==> src/rtl/vending_pkg.sv <==
// Shared types and constants for the vending machine change path.
// Optional feature macro used downstream: VENDING_CHANGE_QUARTER_EN.
package vending_pkg;

    localparam int unsigned REM_W     = 3;
    localparam int unsigned CNT_W     = 8;
    localparam int unsigned COIN_W    = 2;

    // Coin values in nickel units
    localparam int unsigned NICKEL_U  = 1;
    localparam int unsigned DIME_U    = 2;
    localparam int unsigned QUARTER_U = 5;

    typedef enum logic [COIN_W-1:0] {
        NONE    = 2'b00,
        NICKEL  = 2'b01,
        DIME    = 2'b10,
        QUARTER = 2'b11
    } coin_e;

    typedef enum logic [2:0] {
        IDLE,
        VEND,
        SELECT,
        REQ,
        WAIT_LOW,
        GAP,
        FAULT
    } disp_state_e;

    // Result of one greedy coin pick
    typedef struct packed {
        coin_e             coin;
        logic [REM_W-1:0]  rem_next;
    } coin_sel_t;

endpackage

==> src/rtl/coin_selector.sv <==
// Greedy coin pick: maps the remaining change to the next coin and the
// change left afterwards. Quarters only when VENDING_CHANGE_QUARTER_EN is defined.
module coin_selector
    import vending_pkg::*;
(
    input  logic [REM_W-1:0] rem,
    output coin_sel_t        sel_c
);

    // Largest coin that fits; rem=0 yields NONE with rem unchanged
    always_comb begin
        sel_c.coin     = NONE;
        sel_c.rem_next = rem;
`ifdef VENDING_CHANGE_QUARTER_EN
        if (rem >= REM_W'(QUARTER_U)) begin
            sel_c.coin     = QUARTER;
            sel_c.rem_next = rem - REM_W'(QUARTER_U);
        end else
`endif
        if (rem >= REM_W'(DIME_U)) begin
            sel_c.coin     = DIME;
            sel_c.rem_next = rem - REM_W'(DIME_U);
        end else if (rem >= REM_W'(NICKEL_U)) begin
            sel_c.coin     = NICKEL;
            sel_c.rem_next = rem - REM_W'(NICKEL_U);
        end
    end

endmodule

==> src/rtl/change_dispenser.sv <==
// Change dispenser: releases the soda, then pays change to the coin hopper
// one coin at a time over req/ack. Quarter support via VENDING_CHANGE_QUARTER_EN
// (confined to coin_selector).
module change_dispenser
    import vending_pkg::*;
#(
    parameter int unsigned VEND_CYCLES    = 4,
    parameter int unsigned GAP_CYCLES     = 2,
    parameter int unsigned TIMEOUT_CYCLES = 255
) (
    input  logic              clk_i,
    input  logic              reset_ni,
    input  logic              soda_i,
    input  logic [REM_W-1:0]  change_i,
    input  logic              ack_i,
    output logic              vend_o,
    output logic              req_o,
    output logic [COIN_W-1:0] coin_o,
    output logic              busy_o,
    output logic              overrun_o,
    output logic              fault_o
);

    // Shared down-counter loads: counting ends on the cycle it reads zero
    localparam logic [CNT_W-1:0] VEND_LOAD = CNT_W'(VEND_CYCLES - 1);
    localparam logic [CNT_W-1:0] GAP_LOAD  = CNT_W'(GAP_CYCLES - 1);
    localparam logic [CNT_W-1:0] TO_LOAD   = CNT_W'(TIMEOUT_CYCLES - 1);

    disp_state_e         state_q, state_d;
    logic [CNT_W-1:0]    cnt_q, cnt_d;
    logic [REM_W-1:0]    rem_q, rem_d;
    logic                vend_d, req_d, busy_d, overrun_d, fault_d;
    logic [COIN_W-1:0]   coin_d;
    coin_sel_t           sel_c;

    coin_selector u_coin_selector (
        .rem   (rem_q),
        .sel_c (sel_c)
    );

    // State, counter, remaining change and registered outputs
    always_ff @(posedge clk_i or negedge reset_ni) begin
        if (!reset_ni) begin
            state_q   <= IDLE;
            cnt_q     <= '0;
            rem_q     <= '0;
            vend_o    <= 1'b0;
            req_o     <= 1'b0;
            coin_o    <= '0;
            busy_o    <= 1'b0;
            overrun_o <= 1'b0;
            fault_o   <= 1'b0;
        end else begin
            state_q   <= state_d;
            cnt_q     <= cnt_d;
            rem_q     <= rem_d;
            vend_o    <= vend_d;
            req_o     <= req_d;
            coin_o    <= coin_d;
            busy_o    <= busy_d;
            overrun_o <= overrun_d;
            fault_o   <= fault_d;
        end
    end

    // Next-state logic; outputs are decoded from the next state so they
    // line up with the state register
    always_comb begin
        state_d = state_q;
        cnt_d   = cnt_q;
        rem_d   = rem_q;

        unique case (state_q)
            IDLE: begin
                if (soda_i) begin
                    rem_d   = change_i;
                    cnt_d   = VEND_LOAD;
                    state_d = VEND;
                end
            end
            VEND: begin
                if (cnt_q == '0) state_d = SELECT;
                else             cnt_d   = cnt_q - CNT_W'(1);
            end
            SELECT: begin
                if (rem_q == '0) begin
                    state_d = IDLE;
                end else begin
                    rem_d   = sel_c.rem_next;
                    cnt_d   = TO_LOAD;
                    state_d = REQ;
                end
            end
            REQ: begin
                if (ack_i)             state_d = WAIT_LOW;
                else if (cnt_q == '0)  state_d = FAULT;
                else                   cnt_d   = cnt_q - CNT_W'(1);
            end
            WAIT_LOW: begin
                // A held ack must drop before the next coin is requested
                if (!ack_i) begin
                    cnt_d   = GAP_LOAD;
                    state_d = GAP;
                end
            end
            GAP: begin
                if (cnt_q == '0) state_d = SELECT;
                else             cnt_d   = cnt_q - CNT_W'(1);
            end
            FAULT: begin
                state_d = FAULT;
            end
            default: begin
                state_d = IDLE;
            end
        endcase

        vend_d    = (state_d == VEND);
        req_d     = (state_d == REQ);
        busy_d    = (state_d != IDLE);
        fault_d   = fault_o | (state_d == FAULT);
        overrun_d = overrun_o | (soda_i && (state_q != IDLE));

        // Coin is picked on entry to REQ and held until the request ends
        coin_d = COIN_W'(NONE);
        if (state_d == REQ) begin
            coin_d = (state_q == SELECT) ? COIN_W'(sel_c.coin) : coin_o;
        end
    end

endmodule

==> config.mk <==
export PLATFORM = sky130hd
export DESIGN_NAME = change_dispenser
export DESIGN_NICKNAME = d
export VERILOG_FILES = /design/src/rtl/vending_pkg.sv /design/src/rtl/coin_selector.sv /design/src/rtl/change_dispenser.sv
export SDC_FILE = /design/constraint.sdc
export NUM_CORES = 1
export LEC_CHECK = 0
export CORE_AREA = 2 2 55 46
export CTS_BUF_LIST = sky130_fd_sc_hd__clkbuf_8 sky130_fd_sc_hd__clkbuf_16
export DETAILED_ROUTE_END_ITERATION = 10
export DIE_AREA = 0 0 57 48
export PLACE_DENSITY_LB_ADDON = 0.3
export SYNTH_ARGS = -nofsm -noshare
export SYNTH_HDL_FRONTEND = slang
export SYNTH_SLANG_ARGS = --single-unit
export TNS_END_PERCENT = 1
==> constraint.sdc <==
create_clock -name clk_i -period 3.5 [get_ports clk_i]
set_input_delay 0.7 -clock clk_i [delete_from_list [all_inputs] [get_ports clk_i]]
set_output_delay 0.7 -clock clk_i [all_outputs]
set_load 0.01 [all_outputs]
# Yosys cells after proc, flatten, opt, wreduce, memory -nomap -nowiden
# Cells that the tools add are included.
[totals] word_cells=62 ff_bits=21 out_inout_bits=7 input_bits=7
[classes] bitwise=2 n_addsub=3 eq_ne=15 mux=20 n_reduce_logical=11 n_lt_le_gt_ge=2
[op_table] cell="$mux 8" n=5
[op_table] cell="$pmux 8 s5" n=1
[op_table] cell="$mux 3" n=7
[op_table] cell="$pmux 3 s6" n=1
[op_table] cell="$eq 3x3->1 const B" n=4
[op_table] cell="$eq 3x2->1 const B" n=3
[op_table] cell="$logic_not 8->1" n=1
[op_table] cell="$ne 2x2->1 const B" n=4
[op_table] cell="$sub 8x1->8 const B" n=1
[op_table] cell="$eq 3x1->1 const B" n=2
[op_table] cell="$logic_not 3->1" n=2
[op_table] cell="$mux 2" n=3
[op_table] cell="$pmux 3 s2" n=1
[op_table] cell="$reduce_bool 3->1" n=2
[op_table] cell="$mux 5" n=1
[op_table] cell="$reduce_and 5->1" n=1
[op_table] cell="$reduce_bool 5->1" n=1
[op_table] cell="$mux 4" n=1
[op_table] cell="$reduce_and 4->1" n=1
[op_table] cell="$ge 3x1->1 const B" n=1
[op_table] cell="$ge 3x2->1 const B" n=1
[op_table] cell="$ne 3x1->1 const B" n=1
[op_table] cell="$sub 3x1->3 const B" n=1
[op_table] cell="$sub 3x2->3 const B" n=1
[op_table] cell="other kinds (5)" n=6

# Logic depth before layout (Yosys ltp)
# Gate-level depths: netlist (run 1).
[logic_depth] depth_word=6 depth_mapped=7 ltp_nobuf=7

# Modules after synthesis
# From an unflattened synthesis (run 1), not the netlist that was laid out.
[unflattened] hier_cells=155 hier_area_um2=1310.0
[modules_own_cells] module="change_dispenser" area_per_inst_um2=1138.6 cells_each=129 instances=1 seq_area_each_um2=525.5
[modules_own_cells] module="coin_selector" area_per_inst_um2=171.4 cells_each=26 instances=1 seq_area_each_um2=0.0

# Worst setup path after synthesis (run 1)
# No wires, ideal clock.
[synth_timing] kind="register -> register" start="register cnt_q[0]" end="register busy_o" slack_ps=1654 period_less_slack_ps=1846 required_time_ps=3369 arrival_ps=1715 setup_ps=131 n_path_buf=0 path_stages_with_launch=8 path_cell_list="dfrtp_1 > inv_1 > ha_1 > nor3b_1 > and2_1 > a311oi_4 > inv_2 > or3_1"
[synth_between] elab_chain_len=5 elab_cells_between_ends=6 classes_between="mux: 4; reduce/logical: 2"
[synth_rtl] item="from (decl)" line="change_dispenser.sv:30" rtl="logic [CNT_W-1:0] cnt_q, cnt_d;"
[synth_rtl] item="from (signal assigned)" line="change_dispenser.sv:55" rtl="cnt_q <= cnt_d;"
[synth_rtl] item="$logic_not 8->1 (*)" line="change_dispenser.sv:82, change_dispenser.sv:96, change_dispenser.sv:107"
[synth_rtl] item="$mux 3" line="change_dispenser.sv:96" rtl="else if (cnt_q == '0) state_d = FAULT;"
[synth_rtl] item="$mux 3" line="change_dispenser.sv:95" rtl="if (ack_i) state_d = WAIT_LOW;"
[synth_rtl] item="$pmux 3 s6 (*)" line="change_dispenser.sv:73" rtl="unique case (state_q)"
[synth_rtl] item="named net state_d[1]" line="change_dispenser.sv:29" rtl="disp_state_e state_q, state_d;"
[synth_rtl] item="$reduce_bool 3->1 (*)" line="change_dispenser.sv:120" rtl="busy_d = (state_d != IDLE);"
[synth_rtl] item="named net busy_d" line="change_dispenser.sv:32" rtl="logic vend_d, req_d, busy_d, overrun_d, fault_d;"
[synth_rtl] item="to (signal assigned)" line="change_dispenser.sv:60" rtl="busy_o <= busy_d;"
[synth_rtl] item="to (decl)" line="change_dispenser.sv:19" rtl="output logic busy_o,"
# Mark *: on every way through the listed nets, which the timed path passes. The rest lies on a longest branch.
# A chain may end at the register's enable or synchronous reset.

# Worst setup path in the final report (run 1)
[layout_timing] start="register state_q[0]" end="register coin_o[1]"
[layout_between] elab_chain_len=5 elab_cells_between_ends=17 classes_between="eq/ne: 8; mux: 7; reduce/logical: 2"
[layout_rtl] item="from (decl)" line="change_dispenser.sv:29"
[layout_rtl] item="from (signal assigned)" line="change_dispenser.sv:54" rtl="state_q <= state_d;"
[layout_rtl] item="$eq 3x3->1 (tied with other cells)" line="change_dispenser.sv:73"
[layout_rtl] item="$reduce_or 2->1 (no source line) / $mux 3 (equally long branches)"
[layout_rtl] item="$pmux 3 s6" line="change_dispenser.sv:73"
[layout_rtl] item="$eq 3x2->1" line="change_dispenser.sv:126" rtl="if (state_d == REQ) begin"
[layout_rtl] item="$ne 2x1->1 (no source line) / $mux 2 (equally long branches)"
[layout_rtl] item="to (signal assigned)" line="change_dispenser.sv:59" rtl="coin_o <= coin_d;"
[layout_rtl] item="to (decl)" line="change_dispenser.sv:18" rtl="output logic [COIN_W-1:0] coin_o,"
# Parallel ways exist; a longest one is shown, timed or not.

==> impl_metrics.py, run 1 <==
metrics = {
    "layout": {
        "final_common_cell": "dfrtp_1",
        "nets": 142,
        "num-fill-cells": 176,
        "drive_gt1_share_pct": 12.9,
        "final_area_mm2": 0.00139,
        "n_antenna_cell": 0,
        "syn2layout_area_growth_pct": 15.1,
        "most-common-layout-cells": "dfrtp_1 (21), clkdlybuf4s50_1 (13), nor2_1 (10), inv_1 (8), nand2_1 (7)",
    },
    "yosys": {
        "synth_compound_area_share_pct": 27.2,
        "synth-edff-count": 0,
        "async_flop_share_pct": 100,
        "synth_top_family_by_area": "compound AO/OA/AOI/OAI gates",
        "synthAdderAreaFrac_pct": 2.07,
        "synth-xor-area-share_pct": 0,
        "syn_area_per_cell_um2": 10.1,
        "ys_ff_latch": 21,
        "synthCells": 119,
        "ys_warn_count": 0,
        "synth_mux_area_share_pct": 1.66,
        "synth-simple-area-share_pct": 19.6,
        "yosysSeqAreaShare_pct": 43.5,
        "synthFlopType": "dfrtp_1",
        "synth_cell_types": 42,
        "synth_nets": 128,
        "syn_area_mm2": 0.00121,
    },
    "floorplanning": {
        "placementRows": 15,
        "io_pins": 14,
        "initial_core_util_pct": 56.4,
        "dieArea_mm2": 0.00274,
        "die_h_um": 48,
        "die_x_um": 57,
        "core_area_mm2": 0.00214,
    },
    "setup_path": {
        "worstPathRequired_ns": 3.66,
        "crit_end": "coin_o[1]$_DFFE_PN0P_",
        "slowest_stage": "nor3b_2",
        "crit_path_start_kind": "flop",
        "setup.worst_path.start": "state_q[0]$_DFF_PN0_",
        "cp.arrival_ns": 2.48,
        "r2r-end": "coin_o[1]$_DFFE_PN0P_",
        "r2r_start": "state_q[0]$_DFF_PN0_",
        "path_class": "flop to flop",
        "path_cells": "nor3b_2, o31ai_2, and3_4, a2111oi_2",
        "slowest_delay_ns": 0.69,
        "rr_worst_depth": 4,
        "rrSetupSlack_ns": 1.17,
        "crit_path_end_kind": "flop",
        "cp_max_fo": 14,
    },
    "min_path": {
        "holdPathStages": 1,
        "holdCritPathClass": "flop to flop",
    },
    "global_routing": {
        "grt_max_degree": 22,
        "grt_overflow": 0,
        "grt_usage_pct": 19.9,
        "antenna_found_initial": 0,
        "grt_pass1_wl_um": 4000,
        "grt_pass1_vias": 852,
    },
    "timing": {
        "fin_skew_ns": 0.00319,
        "hold_viol_final": 0,
        "setup_viol": 0,
        "worst_slew_pin_slew_ns": 0.929,
        "slew_viol_final": 0,
        "min_period_over_period_pct": 66.5,
        "max_freq_mhz": 430,
        "timing.hold.ws_ns": 0.455,
        "finalSetupTns_ns": 0,
        "fin_crit_ns": 2.33,
        "relSlewSlack_pct": 37.9,
        "grt_setup_unrepaired": "false",
    },
    "clock_tree": {
        "max-clock-path-buffers": 2,
        "postCtsResizedCells": 0,
        "cts_made_buffers": 3,
        "clk_latency_ns": 0.26,
        "postCtsSetupRepairBufs": 0,
        "cts_tree": "done",
        "cts_htree_levels": 1,
        "cts.sinks": 21,
        "clk_pin_slew_ns": 0.08,
        "cts_hold_buf": 0,
        "clockRootBuffer": "clkbuf_8",
    },
    "detailed_routing": {
        "vias": 992,
        "drt-pass1-iter-count": 4,
        "drc": 0,
        "wire_per_inst_um": 15.9,
        "wirelength_um": 2490,
        "via_per_inst": 6.32,
        "drt_iter0_markers": 60,
        "ant_nets": 0,
    },
    "place": {
        "io_buffer_count": 13,
        "placed_area_mm2": 0.00134,
        "gp_congestion": 0.908,
        "hpwl_um": 1770,
    },
    "power": {
        "ir_drop_v": 0.000544,
        "p_leak_nw": 0.579,
        "power.density_mw_per_mm2": 792,
        "total_power_mw": 1.10,
    },
    "outcome": {
        "status": "complete, no violations",
    },
    "job": {
        "cap_violations": 0,
    },
}
==> cell families after synthesis <==
| kind of cell | count (synthesis) |
|---|---|
| muxes | 2 |
| buffers and inverters | 15 |
| AOI/OAI and AO/OA | 41 |
| DFF | 21 |
| adders and majority gates | 2 |
| and+or+nand+nor | 38 |
==> cells in the mapped netlist (all sizes together) (4+ instances only) <==
master / count / share of area, %
nor3: 5 / 2.5
nor2: 10 / 3.1
a21oi: 4 / 1.7
a31oi: 6 / 3.1
nand2: 7 / 2.2
inv: 10 / 3.1
dfrtp: 21 / 44
o21ai: 5 / 2.1
==> report_power, final <==
group          internal [mW]  total [mW]  switching [mW]
Combinational          0.213       0.460           0.248
Sequential             0.331       0.481           0.150
Clock                 0.0804       0.160          0.0800
==> metrics by stage <==
stage	setup slack, ns	util [%]	std cells
6_report	1.17	65.0	157
3_5_place_dp	1.00	62.7	153
5_1_grt	1.04	65.0	157
4_1_cts	1.21	65.0	157
3_3_place_gp	1.05	62.7	153
2_1_floorplan	1.65	-	119
==> flip-flops by register name (all words and copies together) (netlist names) <==
name	cells
busy_o	1
cnt_q	8
coin_o	2
fault_o	1
overrun_o	1
rem_q	3
req_o	1
state_q	3
vend_o	1
==> critical path, delay by kind of cell (launching register included) <==
family | cells | cell delay, ns
flip-flops | 1 | 0.58
AND/OR/NAND/NOR | 2 | 1.01
AO/OA/AOI/OAI | 2 | 0.62
==> per-layer routing <==
layer  GRT usage (%)  vias up  share of wire, %
met1            26.2      462                46
met4            4.19        0              0.56
met3            6.76        2               8.3
met2            32.6       49                45
li1                -      479                 -
met5               0        -                 0
==> layout make-up <==
type                       count  area (um2)  area share [%]
timing repair buffer          14         138            9.90
sequential                    21         526            37.8
clock buffer                   3        41.3            2.97
clock inverter                 1        7.51           0.540
tap                           25        31.3            2.25
inverter                      10        37.5            2.70
multi-input combinational     83         609            43.8
==> worst min path at each step <==
| stage | endpoint | start |
|---|---|---|
| 2_1_floorplan | busy_o$_DFF_PN0_ | reset_ni |
| 3_3_place_gp | overrun_o$_DFF_PN0_ | overrun_o$_DFF_PN0_ |
| 3_5_place_dp | overrun_o$_DFF_PN0_ | overrun_o$_DFF_PN0_ |
| 4_1_cts | overrun_o$_DFF_PN0_ | overrun_o$_DFF_PN0_ |
| 5_1_grt | overrun_o$_DFF_PN0_ | overrun_o$_DFF_PN0_ |
| 6_report | overrun_o$_DFF_PN0_ | overrun_o$_DFF_PN0_ |
Note: power is estimated with default switching activity, not from simulation.
==> inputs of run 2 (changes only) <==
--- a/config.mk
+++ b/config.mk
@@ -5,10 +5,10 @@
 export SDC_FILE = /design/constraint.sdc
 export NUM_CORES = 1
 export LEC_CHECK = 0
-export CORE_AREA = 2 2 55 46
+export CORE_AREA = 2 2 56 48
 export CTS_BUF_LIST = sky130_fd_sc_hd__clkbuf_8 sky130_fd_sc_hd__clkbuf_16
 export DETAILED_ROUTE_END_ITERATION = 10
-export DIE_AREA = 0 0 57 48
+export DIE_AREA = 0 0 58 50
 export PLACE_DENSITY_LB_ADDON = 0.3
 export SYNTH_ARGS = -nofsm -noshare
 export SYNTH_HDL_FRONTEND = slang
==> constraint.sdc (replaced) <==
create_clock -name clk_i -period 2.3 [get_ports clk_i]
set_input_delay 0.46 -clock clk_i [delete_from_list [all_inputs] [get_ports clk_i]]
set_output_delay 0.46 -clock clk_i [all_outputs]
set_load 0.01 [all_outputs]
==> impl_metrics.py, run 2 (synthesis results as in run 1) <==
metrics = {
    "clock_tree": {
        "cts_hold_buf": 0,
        "max-clock-path-buffers": 2,
        "clk_latency_ns": 0.26,
        "cts_tree": "done",
        "postCtsSetupRepairBufs": 0,
        "clk_pin_slew_ns": 0.07,
        "cts.sinks": 21,
        "cts_htree_levels": 1,
        "cts_made_buffers": 3,
        "clockRootBuffer": "clkbuf_8",
        "postCtsResizedCells": 0,
    },
    "timing": {
        "relSlewSlack_pct": 59.2,
        "grt_setup_unrepaired": "false",
        "timing.hold.ws_ns": 0.462,
        "fin_skew_ns": 0.00728,
        "setup_viol": 0,
        "min_period_over_period_pct": 88.9,
        "fin_crit_ns": 2.05,
        "slew_viol_final": 0,
        "worst_slew_pin_slew_ns": 0.608,
        "hold_viol_final": 0,
        "max_freq_mhz": 489,
        "finalSetupTns_ns": 0,
        "fin_ws_ns": 0.255,
    },
    "layout": {
        "syn2layout_area_growth_pct": 16.9,
        "final_common_cell": "dfrtp_1",
        "top_regs": "cnt_q (8), rem_q (3), state_q (3)",
        "most-common-layout-cells": "dfrtp_1 (21), clkdlybuf4s50_1 (13), nor2_1 (10), inv_1 (9), nand2_1 (7)",
        "largest_reg_flops": 8,
        "n_antenna_cell": 0,
        "nets": 145,
        "top_register": "cnt_q",
        "layoutNonFillerInstCount": 162,
        "drive_gt1_share_pct": 14.1,
    },
    "detailed_routing": {
        "wire_per_inst_um": 16.5,
        "ant_nets": 0,
        "drt_iter0_markers": 31,
        "via_per_inst": 6.24,
        "vias": 1011,
        "drc": 0,
        "wirelength_um": 2680,
        "drt-pass1-iter-count": 4,
    },
    "place": {
        "gp_congestion": 0.817,
        "pre_cts_ws_ns": 0.131,
        "io_buffer_count": 13,
        "hpwl_um": 1920,
        "dp.cells": 158,
    },
    "power": {
        "ir_drop_v": 0.000703,
        "p_sw_mw": 0.744,
        "total_power_mw": 1.70,
        "intPower_mw": 0.958,
        "power.density_mw_per_mm2": 1210,
        "p_clk_share_pct": 13.9,
        "swShare_pct": 43.7,
        "p_leak_nw": 0.600,
        "p_seq_share_pct": 43.6,
        "p_comb_share_pct": 42.5,
    },
    "floorplanning": {
        "io_pins": 14,
        "initial_core_util_pct": 52.0,
        "die_h_um": 50,
        "core_area_mm2": 0.00232,
        "placementRows": 16,
        "dieArea_mm2": 0.00290,
        "die_x_um": 58,
    },
    "job": {
        "cap_violations": 0,
    },
    "setup_path": {
        "slowest_delay_ns": 0.42,
        "cp_top_family": "simple AND/OR/NAND/NOR gates",
        "crit_path_end_kind": "flop",
        "worstPathRequired_ns": 2.44,
        "path_cells": "inv_1, ha_1, nor3b_1, and2_1, a311oi_4, inv_2, or3_1",
        "cp_max_fo": 4,
        "crit_buf_inv": 2,
        "path_class": "flop to flop",
        "cp.arrival_ns": 2.19,
        "slowest_stage": "a311oi_4",
        "crit_path_start_kind": "flop",
    },
    "global_routing": {
        "grt_overflow": 0,
        "grt_pass1_vias": 961,
        "grt_usage_pct": 21.1,
        "grt_max_degree": 22,
        "antenna_found_initial": 0,
        "grt_pass1_wl_um": 4580,
    },
    "min_path": {
        "holdCritPathClass": "flop to flop",
    },
    "outcome": {
        "status": "complete, no violations",
    },
}
## run 2: changes by cell type in the layout (fill, tap and decap cells not counted), sizes merged
| cell | before | now |
|---|---|---|
| buf | 1 | 4 |
| clkinvlp | 1 | 0 |
| inv | 10 | 11 |
## run 2: path summary, 6_finish.rpt
path                                            from                   end  slack, ns  cells after the start
worst max-delay path            cnt_q[0]$_DFFE_PN0P_      busy_o$_DFF_PN0_       0.25                      7
worst min-delay path             overrun_o$_DFF_PN0_   overrun_o$_DFF_PN0_       0.46                      1
worst max register to register  cnt_q[0]$_DFFE_PN0P_      busy_o$_DFF_PN0_       0.25                      7
worst min register to register   overrun_o$_DFF_PN0_   overrun_o$_DFF_PN0_       0.46                      1
max in group asynchronous                   reset_ni      busy_o$_DFF_PN0_       1.55                      2
min in group asynchronous                   reset_ni  rem_q[1]$_DFFE_PN0P_       0.53                      2
## run 2: power groups by stage
stage | Sequential (mW) | Clock, mW | Combinational [mW]
global route | 0.761 | 0.260 | 0.805
floorplan | 0.658 | 0 | 0.603
detailed placement | 0.743 | 0 | 0.715
global placement | 0.730 | 0 | 0.683
CTS | 0.734 | 0.244 | 0.723
finish | 0.742 | 0.237 | 0.723
## run 2: cell type report
class	count	area (um2)
Clock buffer	3	41.3
Clock inverter	1	3.75
Fill cell	206	911
Inverter	10	37.5
Multi-Input combinational cell	83	609
Sequential cell	21	526
Tap cell	27	33.8
Timing Repair Buffer	17	160
## run 2: per-layer routing
metal  global-route usage [%]  wire length, um  vias up
li1                         -                -      479
met1                     27.5             1190      492
met2                     33.3             1270       36
met3                     6.82              182        4
met4                     6.59               29        0
met5                        0                0        -
## run 2: stage by stage
stage / instance area (um2) / util, %
detailed placement: 1370 / 58.8
floorplan: 1210 / -
finish: 1410 / 60.8
CTS: 1410 / 60.8
global placement: 1370 / 58.8
global route: 1410 / 60.8
